**src/rtl/cnn_mac_pipe.sv**
```systemverilog
// Pipelined signed x unsigned multiply-accumulate with first/last framing.
// Optional build macro: CNN_MAC_SAT_EN (saturate the sum on overflow instead of wrapping).
module cnn_mac_pipe #(
  parameter int DIN0_WIDTH = 14,
  parameter int DIN1_WIDTH = 7,
  parameter int NUM_STAGE  = 2,
  parameter int ACC_WIDTH  = 32
) (
  input  logic                  ap_clk,
  input  logic                  ap_rst,
  input  logic                  ce,
  input  logic                  in_valid,
  input  logic [DIN0_WIDTH-1:0] din0,
  input  logic [DIN1_WIDTH-1:0] din1,
  input  logic                  first,
  input  logic                  last,
  output logic [ACC_WIDTH-1:0]  dout,
  output logic                  out_valid,
  output logic                  ovf
);

  localparam int PW  = DIN0_WIDTH + DIN1_WIDTH + 1;
  localparam int AW1 = ACC_WIDTH + 1;
  localparam logic [ACC_WIDTH-1:0] ACC_MAX = {1'b0, {(ACC_WIDTH-1){1'b1}}};
  localparam logic [ACC_WIDTH-1:0] ACC_MIN = {1'b1, {(ACC_WIDTH-1){1'b0}}};

  logic [DIN0_WIDTH-1:0] a_q;
  logic [DIN1_WIDTH-1:0] b_q;
  logic                  v_q, f_q, l_q;

  logic signed [PW-1:0]  prod;
  logic signed [PW-1:0]  p_pipe [NUM_STAGE];
  logic [NUM_STAGE-1:0]  v_pipe, f_pipe, l_pipe;

  logic signed [PW-1:0]        p_t;
  logic                        v_t, f_t, l_t;
  logic signed [ACC_WIDTH-1:0] acc;
  logic                        ovf_acc;
  logic signed [AW1-1:0]       base, sum_w;
  logic [ACC_WIDTH-1:0]        sum_res;
  logic                        ovf_now, ovf_run;

  // Operand capture register; the multiply happens between this and the product pipe.
  always_ff @(posedge ap_clk or posedge ap_rst) begin
    if (ap_rst) begin
      a_q <= '0;
      b_q <= '0;
      v_q <= 1'b0;
      f_q <= 1'b0;
      l_q <= 1'b0;
    end else if (ce) begin
      a_q <= din0;
      b_q <= din1;
      v_q <= in_valid;
      f_q <= first;
      l_q <= last;
    end
  end

  // Both operands are widened to the exact product width, so the product cannot truncate.
  assign prod = PW'($signed(a_q)) * PW'($signed({1'b0, b_q}));

  always_ff @(posedge ap_clk or posedge ap_rst) begin
    if (ap_rst) begin
      for (int i = 0; i < NUM_STAGE; i++) p_pipe[i] <= '0;
      v_pipe <= '0;
      f_pipe <= '0;
      l_pipe <= '0;
    end else if (ce) begin
      for (int i = NUM_STAGE - 1; i > 0; i--) begin
        p_pipe[i] <= p_pipe[i-1];
        v_pipe[i] <= v_pipe[i-1];
        f_pipe[i] <= f_pipe[i-1];
        l_pipe[i] <= l_pipe[i-1];
      end
      p_pipe[0] <= prod;
      v_pipe[0] <= v_q;
      f_pipe[0] <= f_q;
      l_pipe[0] <= l_q;
    end
  end

  assign p_t = p_pipe[NUM_STAGE-1];
  assign v_t = v_pipe[NUM_STAGE-1];
  assign f_t = f_pipe[NUM_STAGE-1];
  assign l_t = l_pipe[NUM_STAGE-1];

  // One guard bit above the accumulator exposes overflow as a mismatch of the top two bits.
  always_comb begin
    base    = f_t ? '0 : AW1'(acc);
    sum_w   = base + AW1'(p_t);
    ovf_now = sum_w[ACC_WIDTH] ^ sum_w[ACC_WIDTH-1];
    ovf_run = (f_t ? 1'b0 : ovf_acc) | ovf_now;
`ifdef CNN_MAC_SAT_EN
    if (ovf_now) sum_res = sum_w[ACC_WIDTH] ? ACC_MIN : ACC_MAX;
    else         sum_res = sum_w[ACC_WIDTH-1:0];
`else
    sum_res = sum_w[ACC_WIDTH-1:0];
`endif
  end

  always_ff @(posedge ap_clk or posedge ap_rst) begin
    if (ap_rst) begin
      acc       <= '0;
      ovf_acc   <= 1'b0;
      dout      <= '0;
      out_valid <= 1'b0;
      ovf       <= 1'b0;
    end else if (ce) begin
      out_valid <= 1'b0;
      if (v_t) begin
        if (l_t) begin
          dout      <= sum_res;
          ovf       <= ovf_run;
          out_valid <= 1'b1;
          acc       <= '0;
          ovf_acc   <= 1'b0;
        end else begin
          acc     <= sum_res;
          ovf_acc <= ovf_run;
        end
      end
    end
  end

endmodule
```
**config.mk**
```make
export PLATFORM = sky130hd
export DESIGN_NAME = cnn_mac_pipe
export DESIGN_NICKNAME = d
export VERILOG_FILES = /design/src/rtl/cnn_mac_pipe.sv
export SDC_FILE = /design/constraint.sdc
export NUM_CORES = 1
export LEC_CHECK = 0
export ABC_AREA = 0
export CORE_MARGIN = 5
export CORE_UTILIZATION = 58
export DETAILED_ROUTE_END_ITERATION = 10
export PLACE_DENSITY = 0.78
export SYNTH_ARGS = -nofsm -noshare
export SYNTH_HDL_FRONTEND = slang
export SYNTH_SLANG_ARGS = --single-unit
export TNS_END_PERCENT = 30
```
**constraint.sdc**
```tcl
create_clock -name ap_clk -period 5.35 [get_ports ap_clk]
set_clock_uncertainty 0.2 [all_clocks]
set_input_delay 1.07 -clock ap_clk [delete_from_list [all_inputs] [get_ports ap_clk]]
set_output_delay 1.07 -clock ap_clk [all_outputs]
set_load 0.02 [all_outputs]
```
# --- Yosys cells after proc, flatten, opt, wreduce, memory -nomap -nowiden ---
# Index checks and enable logic that the tools add are counted.
classes:
  addsub: 1
  mul: 1
  reduce_logical: 2
  mux: 6
  bitwise_logic: 2
op_table:
  columns: ["op", "count"]
  rows:
  - ["$add A33 B22 Y33", 1]
  - ["$mux W33", 1]
  - ["$mux W32", 1]
  - ["$mul A14 B8 Y22", 1]
  - ["$mux W1", 4]
  - ["$reduce_and A3 Y1", 1]
  - ["$reduce_and A2 Y1", 1]
  - ["$or A1 B1 Y1", 1]
  - ["$xor A1 B1 Y1", 1]
totals:
  word_cells: 27
  ff_bits: 141
  in_bits: 27

# --- Depth between registers and ports, before layout ---
logic_depth:
  depth_word: 5
  ltp_mapped: 20

# --- Least setup slack after synthesis ---
# No wires, ideal clock.
synth_path:
  kind: "reg-to-reg"
  from: "reg b_q[4]"
  to: "reg p_pipe[39] (netlist bit)"
  setup_ns: 0.069
  period_less_slack_ns: 4.955
  n_path_buf: 1
  t_required_ns: 5.081
  stages_incl_launch_ff: 18
  t_arrival_ns: 4.686
  slack_ns: 0.395
  path_cell_list: "dfrtp_1 -> clkbuf_1 -> nand2_1 -> fa_1 -> inv_1 -> fa_1 -> fa_1 -> inv_1 -> fa_1 -> inv_1 -> ha_1 -> a21o_1 -> a21o_1 -> nor3_1 -> a21oi_1 -> o21a_1 -> or4_1 -> nand3_1"
synth_between:
  elab_chain_cells: 1
synth_lines:
  columns: ["item", "line", "rtl"]
  rows:
  - ["from (decl)", "28", "logic [DIN1_WIDTH-1:0] b_q;"]
  - ["from (signal assigned)", "53", "b_q <= din1;"]
  - ["$mul A14 B8 Y22", "61", "assign prod = PW'($signed(a_q)) * PW'($signed({1'b0, b_q}));"]
  - ["to (signal, indexed assignment)", "71", "p_pipe[i] <= p_pipe[i-1];"]
  - ["to (decl)", "32", "logic signed [PW-1:0] p_pipe [NUM_STAGE];"]
# Every way passes these cells.
# A chain may end at the register's enable or synchronous reset.

# --- Worst setup path after layout ---
layout_path:
  from: "reg b_q[4]"
  to: "reg p_pipe[43] (netlist bit)"
# The elaborated chain is that of the path after synthesis.

==> impl_metrics.yaml <==
global_route:
  grt_usage: 0.225
  grt_start_max_net_pins: 105
  grt_pass1_wl_um: 39600
  grt_pass1_vias: 8148
  antenna_found_initial: 0
  grt_overflow: 0
drt:
  drt_iter0_markers: 476
  ant_nets: 0
  routed_wirelength_um: 22600
  routed_via_density: 5.59
  first_pass_iters: 5
  wl_per_cell_um: 16.1
  drc: 0
  vias: 7840
synth:
  synthArstFlopShare: 1.00
  synthSimpleGateAreaFrac: 0.146
  post_synth_fa_ha_maj_area_fraction: 0.233
  synth-seq-area-share: 0.328
  muxShareOfSynthArea: 0.0659
  ys.flop_type: "dfrtp_1"
  syn_inst: 1116
  avgSynthCellArea_um2: 9.63
  synth-seq-cells: 141
  synth_top_family_by_area: "adder cells"
  synth.net_count: 1297
  synth_edf_count: 0
  ys_types: 56
  ys_warn_count: 0
  synth_compound_area_frac: 0.125
  netlist_area_um2: 10700
  synth_xor_area_frac: 0.0367
floorplan:
  die_x_um: 146
  die_y_um: 146
  dieArea_um2: 21300
  initial_core_util: 0.594
  core_um2: 18100
  fp-row-count: 49
  io_pins: 61
cts:
  cts_made_buffers: 17
  clockBufferDepth: 2
  postCtsSetupRepairBufs: 0
  clock_latency_ns: 0.42
  ctsResizeCount: 0
  htree_levels: 4
  clkSinkCount: 141
  clkTransAtPathRegs_ns: 0.07
  cts_tree: "built"
  cts.hold.buffers_added: 0
  cts-root-buf: "clkbuf_16"
finish:
  multi_input_area_um2: 6540
  fillers: 1421
  final_common_cell: "dfrtp_1"
  finish.instance_area_um2: 12100
  fin_nets: 1342
  syn_to_final_growth_pct: 13.0
  regArea_um2: 3530
  final_cells: 1403
  num_antenna_cells: 0
  drive_above_1_share: 0.101
  final_cell_mix: "dfrtp_1, inv_1, nand2_1"
run_status:
  outcome: "finished, final reports clean"
worst_setup_path:
  cp.required_ns: 5.49
  arrival_ns: 5.16
  rrSetupSlack_ns: 0.33
  crit_fanout: 10
  critical_path_class: "register to register"
  end_kind: "register"
  start_kind: "register"
min_path:
  hp-class: "register to register"
pwr:
  irDropWorstVdd_v: 0.000443
  p_leak_nw: 5.79
  seq_power_share: 0.233
  p_sw_w: 0.00341
  p_per_area_nw_per_um2: 633
  internal_power_w: 0.00427
  power_frac_comb: 0.604
  p_sw_frac: 0.444
  clockPowerShare: 0.162
timing:
  slew_violations: 0
  rsz0062_at_grt: "yes"
  tightest_slew_ns: 1.03
  hold_viol_final: 0
  finalCritPeriodShare: 0.938
  layout_min_cycle_time_ns: 5.02
  slew_headroom: 0.314
  fmax_mhz: 199
  setup_viol: 0
place:
  place_congestion: 0.925
  hpwl_um: 16400
  placed_cell_area_um2: 11500
  dp.cells: 1371
  port_buffers: 60
run:
  maxCapViolCount: 0
[synth_stat cells (all sizes together), types with 3 or more instances]
library cell / number / share of area
dfrtp: 141 / 0.33
inv: 138 / 0.048
o2111ai: 3 / 0.0024
a31oi: 8 / 0.0047
a21o: 20 / 0.014
nand2: 133 / 0.046
a21boi: 5 / 0.0035
o211ai: 3 / 0.0026
nand4: 4 / 0.0023
a21oi: 43 / 0.020
nor3: 10 / 0.0047
o31ai: 7 / 0.0058
a211oi: 6 / 0.0042
nor2b: 35 / 0.020
a22o: 5 / 0.0041
or3: 3 / 0.0017
o21bai: 10 / 0.0070
fa: 77 / 0.14
ha: 77 / 0.090
clkbuf: 37 / 0.013
nand2b: 5 / 0.0029
xor2: 12 / 0.0098
and3: 9 / 0.0057
o21ai: 89 / 0.042
nand3: 16 / 0.0079
and2: 70 / 0.041
buf: 5 / 0.0030
nor2: 24 / 0.0086
mux2: 62 / 0.065
o21a: 6 / 0.0042
xnor2: 33 / 0.027
[flip-flops by register name (all words and copies together), names as in the netlist, 2 cells and up]
register,count
acc,32
dout,32
p_pipe,22
p_t,22
a_q,14
b_q,7
f_pipe,2
l_pipe,2
v_pipe,2
[critical path, stage by stage, from the launching register on]
cell and delay [ns]:
dfrtp_2 0.49, buf_4 0.19, and2_1 0.15, fa_1 0.45, fa_1 0.55, inv_1 0.05
fa_1 0.47, fa_1 0.54, inv_1 0.04, ha_1 0.32, o21ai_1 0.10, a21oi_1 0.29
o31ai_2 0.14, a211oi_1 0.42, o211ai_1 0.19, a211o_1 0.28, o221ai_1 0.07
[cells by family after synthesis]
family,count (synthesis)
and+or+nand+nor,315
AOI/OAI and AO/OA,218
buffers and inverters,180
adders and majority gates,154
DFF,141
muxes,63
xor gates and xnor gates,45
[routing by layer]
metal	wire length, um	part of all wire	track usage
met1	10200	0.45	0.309
met2	10900	0.48	0.374
met3	1000	0.044	0.0335
met4	438	0.019	0.0644
met5	0	0	0
[through the flow]
| stage | util | power (W) | setup WS (ns) | hold slack (ns) | TNS (ns) |
|---|---|---|---|---|---|
| after floorplan | - | 0.00525 | 0.299 | 0.241 | 0 |
| after global placement | 0.637 | 0.00624 | 0.399 | 0.253 | 0 |
| after detailed placement | 0.637 | 0.00638 | 0.204 | 0.260 | 0 |
| after CTS | 0.671 | 0.00771 | 0.160 | 0.275 | 0 |
| after global routing | 0.671 | 0.00845 | -0.0145 | 0.297 | -0.0145 |
| final | 0.671 | 0.00768 | 0.332 | 0.271 | 0 |
[power groups by stage]
stage | sequential (W) | combinational [W] | clock (W)
floorplan | 0.00183 | 0.00342 | 0
global placement | 0.00179 | 0.00445 | 0
detailed placement | 0.00181 | 0.00457 | 0
CTS | 0.00180 | 0.00465 | 0.00126
global route | 0.00184 | 0.00530 | 0.00131
finish | 0.00179 | 0.00464 | 0.00125
[area by class of cell]
cell class,count,share of cell area
Clock inverter,14,0.0141
Inverter,138,0.0431
Tap cell,229,0.0236
Clock buffer,18,0.0362
Timing Repair Buffer,68,0.0540
Multi-Input combinational cell,795,0.538
Sequential cell,141,0.291
[path summary, 6_finish.rpt]
path,start,end,cells past startpoint
setup / recovery,b_q[4],p_pipe[43],16
hold / removal,acc[9],acc[9],2
setup reg to reg,b_q[4],p_pipe[43],16
hold reg to reg,acc[9],acc[9],2
max in group asynchronous,ap_rst,b_q[4],3
min in group asynchronous,ap_rst,p_pipe[26],2
No activity file was read; power rests on OpenSTA's default activity.
